File: config.mk
export PLATFORM = sky130hd
export DESIGN_NAME = mem_wb_stage
export DESIGN_NICKNAME = d
export VERILOG_FILES = /design/src/rtl/mem_wb_stage.sv
export SDC_FILE = /design/constraint.sdc
export NUM_CORES = 1
export LEC_CHECK = 0
export CORE_MARGIN = 2
export CORE_UTILIZATION = 48
export CTS_BUF_LIST = sky130_fd_sc_hd__clkbuf_4 sky130_fd_sc_hd__clkbuf_8 sky130_fd_sc_hd__clkbuf_16
export CTS_CLUSTER_SIZE = 30
export DETAILED_ROUTE_END_ITERATION = 7
export GPL_TIMING_DRIVEN = 1
export PLACE_DENSITY = 0.87
export REMOVE_ABC_BUFFERS = 1
export SLEW_MARGIN = 30
export SYNTH_ARGS = -nofsm -noshare
export SYNTH_HDL_FRONTEND = slang
export SYNTH_SLANG_ARGS = --single-unit
File: constraint.sdc
create_clock -name clk -period 5.8 [get_ports clk]
set_clock_uncertainty 0.2 [all_clocks]
set_input_delay 1.45 -clock clk [delete_from_list [all_inputs] [get_ports clk]]
set_output_delay 1.45 -clock clk [all_outputs]
set_load 0.02 [all_outputs]
File: src/rtl/mem_wb_stage.sv
// MEM/WB pipeline register for the RV32I core: forms the writeback value
// (ALU, extracted load data, PC+4), flags faulting loads and counts retirements.
module mem_wb_stage #(
  parameter int DATA_WIDTH    = 32,
  parameter int ADDRESS_WIDTH = 5
) (
  input  logic                     clk,
  input  logic                     rst,
  input  logic                     stall,
  input  logic                     flush,
  input  logic                     valid_m,
  input  logic                     RegWrite_m,
  input  logic [1:0]               ResultSrc_m,
  input  logic [2:0]               funct3_m,
  input  logic [ADDRESS_WIDTH-1:0] rd_m,
  input  logic [DATA_WIDTH-1:0]    ALUResult_m,
  input  logic [DATA_WIDTH-1:0]    ReadData_m,
  input  logic [DATA_WIDTH-1:0]    PCPlus4_m,
  output logic                     valid_w,
  output logic                     WE3,
  output logic [ADDRESS_WIDTH-1:0] rd_w,
  output logic [DATA_WIDTH-1:0]    WD3,
  output logic                     load_fault_w,
  output logic [31:0]              instret
);

  logic [1:0]            off;
  logic [7:0]            byte_sel;
  logic [15:0]           half_sel;
  logic [DATA_WIDTH-1:0] load_data;
  logic [DATA_WIDTH-1:0] result;
  logic                  load_bad;
  logic                  fault;
  logic                  we_next;
  logic                  retire;

  assign off      = ALUResult_m[1:0];
  assign byte_sel = ReadData_m[{off, 3'b000} +: 8];
  assign half_sel = ReadData_m[{off[1], 4'b0000} +: 16];

  always_comb begin
    load_data = '0;
    load_bad  = 1'b0;
    case (funct3_m)
      3'b000: load_data = {{(DATA_WIDTH-8){byte_sel[7]}}, byte_sel};
      3'b100: load_data = {{(DATA_WIDTH-8){1'b0}}, byte_sel};
      3'b001: begin
        load_data = {{(DATA_WIDTH-16){half_sel[15]}}, half_sel};
        load_bad  = off[0];
      end
      3'b101: begin
        load_data = {{(DATA_WIDTH-16){1'b0}}, half_sel};
        load_bad  = off[0];
      end
      3'b010: begin
        load_data = ReadData_m;
        load_bad  = (off != 2'b00);
      end
      default: load_bad = 1'b1;
    endcase
  end

  // A faulting load never reaches the register file: data is zeroed and WE3 suppressed.
  always_comb begin
    fault = (ResultSrc_m == 2'b01) && load_bad;
    case (ResultSrc_m)
      2'b01:   result = load_data;
      2'b10:   result = PCPlus4_m;
      default: result = ALUResult_m;
    endcase
    if (fault) result = '0;
    we_next = valid_m && RegWrite_m && (rd_m != '0) && !fault;
    retire  = valid_m && !fault;
  end

  always_ff @(posedge clk or negedge rst) begin
    if (!rst) begin
      valid_w      <= 1'b0;
      WE3          <= 1'b0;
      rd_w         <= '0;
      WD3          <= '0;
      load_fault_w <= 1'b0;
      instret      <= '0;
    end else if (flush) begin
      valid_w      <= 1'b0;
      WE3          <= 1'b0;
      rd_w         <= '0;
      WD3          <= '0;
      load_fault_w <= 1'b0;
    end else if (!stall) begin
      valid_w      <= valid_m;
      WE3          <= we_next;
      rd_w         <= rd_m;
      WD3          <= result;
      load_fault_w <= valid_m && fault;
      if (retire) instret <= instret + 32'd1;
    end
  end

endmodule

==> qor.csv <==
stage,metric,value,unit
placed_design,detailed_place_hpwl,11300,um
layout,design_area,6710,sq um
layout,ff_latch_area,1800,sq um
sta,finalCriticalPeriod,3870,ps
clock_network,post_cts_buffers,0,
placed_design,port_buffers,183,
power,cellLeakagePower,0.00264,uW
flow_run,cap_violations,0,
layout,nFillCells,716,
worst_setup_path,startpoint,ALUResult_m[0],
power,ir_worst_vdd,0.189,mV
clock_network,root_buffer,clkbuf_8,
placed_design,placed_area,6520,sq um
grt,grt_max_degree,73,
synthesis,yosys-top-cells-area,"dfrtp_1 39%, nand2_1 7.1%, a222oi_1 4.1%",
sta,slew_headroom,39.5,%
worst_setup_path,worstPathArrival,3930,ps
worst_setup_path,r2r_slack,3490,ps
synthesis,post-synth-top-area-fraction,39.0,%
worst_setup_path,r2r_end,instret[28],
grt,gr-total-overflow,0,
detailed_routing,first_pass_iters,5,
synthesis,synth_area,4620,sq um
synthesis,yosys_warnings,0,
synthesis,syn_inst,509,
grt,grtUsageTotal,30.9,%
worst_setup_path,regToRegStartpoint,instret[0],
detailed_routing,ant_nets,0,
worst_setup_path,ff2ff_path_depth,5,
clock_network,numCtsBuffers,9,
layout,drive_above_1_share,7.45,%
layout,fin_nets,781,
grt,antenna_found_initial,0,
floorplan,die_y,102,um
clock_network,cts_resized,0,
detailed_routing,wire_per_inst,20.1,um
detailed_routing,dr.first_iter.drc_count,399,
grt,grt_pass1_wl,25200,um
power,power_density,202,nW/um^2
run_status,status,completed,
worst_setup_path,cp-endpoint,instret[9],
layout,syn_to_final_growth,45.1,%
sta,finalMaxSlewViolations,0,
sta,grt_setup_unrepaired,no,
synthesis,synth_cell_types,52,
synthesis,synth.ff_latch_count,72,
clock_network,cts_tree,built,
synthesis,synthFlopType,dfrtp_1,
worst_setup_path,crit_path_start_kind,input pin,
clock_network,clk_latency,340,ps
synthesis,async_flop_share,100,%
worst_setup_path,crit_path_end_kind,flip-flop,
detailed_routing,avgViaCountPerCell,6.29,
floorplan,dieArea,10400,sq um
floorplan,die_x,102,um
worst_hold_path,hp-class,flip-flop to flip-flop,
floorplan,boundaryPins,184,
sta,tns,0,ps
floorplan,core-area,9280,sq um
sta,worstMarginPinSlew,900,ps
floorplan,row_count,35,
detailed_routing,drc,0,
detailed_routing,num_vias,5031,
clock_network,clk_pin_slew_worst_paths,80,ps
layout,layout_common_cells,"182 x clkdlybuf4s50_1, 88 x nand2_1, 72 x dfrtp_1",
clock_network,cts_max_level,3,
layout,final_common_cell,clkdlybuf4s50_1,
clock_network,ctsHoldBuffers,0,
synthesis,synth_enable_flop_cells,0,
grt,grt_pass1_vias,5017,
synthesis,yosys.area.top_type,dfrtp_1,
worst_setup_path,crit_required,5860,ps
sta,setup_violations,0,
clock_network,cts_sinks,72,
synthesis,yosysSeqAreaShare,39.0,%
placed_design,routabilityCongestion,0.881,
sta,fmaxAchievable,259,MHz
sta,hold_viol,0,
detailed_routing,wirelength,16100,um
layout,diodes,0,
layout,multi_input_area,2630,sq um
worst_setup_path,worstPathMaxFanout,19,
clock_network,clockBufferDepth,2,
sta,post-route-period-util,66.6,%
worst_setup_path,critPathKind,input pin to flip-flop,
floorplan,initial_core_util,49.8,%
synthesis,synth.avg_cell_area,9.09,sq um
flip-flops by register name, indices dropped and copies added, names as in the netlist:
register / count
WE3: 1
load_fault_w: 1
WD3: 32
instret: 32
valid_w: 1
rd_w: 5
synthesized netlist by cell type (all sizes together) (7+ instances only):
master,instances
a2111oi,8
nand2,88
a221o,8
nand4,19
nor2b,12
xnor2,15
dfrtp,72
and2,12
nor3,20
o221ai,18
buf,11
mux2,7
nand3,11
clkbuf,33
nor2,10
inv,8
o21ai,24
mux2i,8
nor4,10
xor2,16
a222oi,19
a22oi,23
worst min path at each step:
stage | startpoint | to | depth (start not counted)
floorplan | instret[31] | instret[31] | 1
global route | instret[31] | instret[31] | 1
CTS | instret[31] | instret[31] | 1
detailed placement | instret[31] | instret[31] | 1
global placement | valid_w | valid_w | 2
finish | instret[31] | instret[31] | 1
per-layer routing:
layer | vias to the layer above | global-route usage (%) | part of all wire (%)
li1 | 2259 | - | -
met4 | 0 | 13.9 | 4.3
met2 | 318 | 49.9 | 47
met1 | 2395 | 39.0 | 37
met5 | - | 0 | 0
met3 | 59 | 8.00 | 11
where the power goes:
group | internal [uW] | leakage (uW) | switching [uW]
sequential | 535 | 0.000979 | 40.3
combinational | 194 | 0.00158 | 206
clock | 168 | 0.0000845 | 210
logic make-up after synthesis:
| logic type | synth area share [%] |
|---|---|
| xor gates and xnor gates | 5.87 |
| buffers and inverters | 4.87 |
| DFF | 39.0 |
| and+or+nand+nor | 23.4 |
| AOI/OAI and AO/OA | 22.2 |
| adders and majority gates | 0.812 |
| muxes | 3.92 |
final cells by class:
cell class | instances | area share (%)
Sequential cell | 72 | 26.9
Multi-Input combinational cell | 385 | 39.2
Clock buffer | 10 | 2.05
Timing Repair Buffer | 190 | 28.4
Tap cell | 129 | 2.41
Clock inverter | 6 | 0.671
Inverter | 8 | 0.448
metrics by stage:
stage                     cells  utilization [%]  hold WS (ps)  total power [uW]  setup slack, ps
after floorplan             465                -           382               752             1020
after global placement      783             69.8           261               965             1440
after detailed placement    784             70.2           262               978             1600
after CTS                   800             72.2           284              1350             1970
after global routing        800             72.3           297              1420             1780
final                       800             72.3           278              1350             1930
critical path: stages:
cell and delay, ps:
clkdlybuf4s50_1 650, o311a_1 480, or3_1 730, nor4_1 420, xor2_1 190
Power figures use the tool's default switching activity.
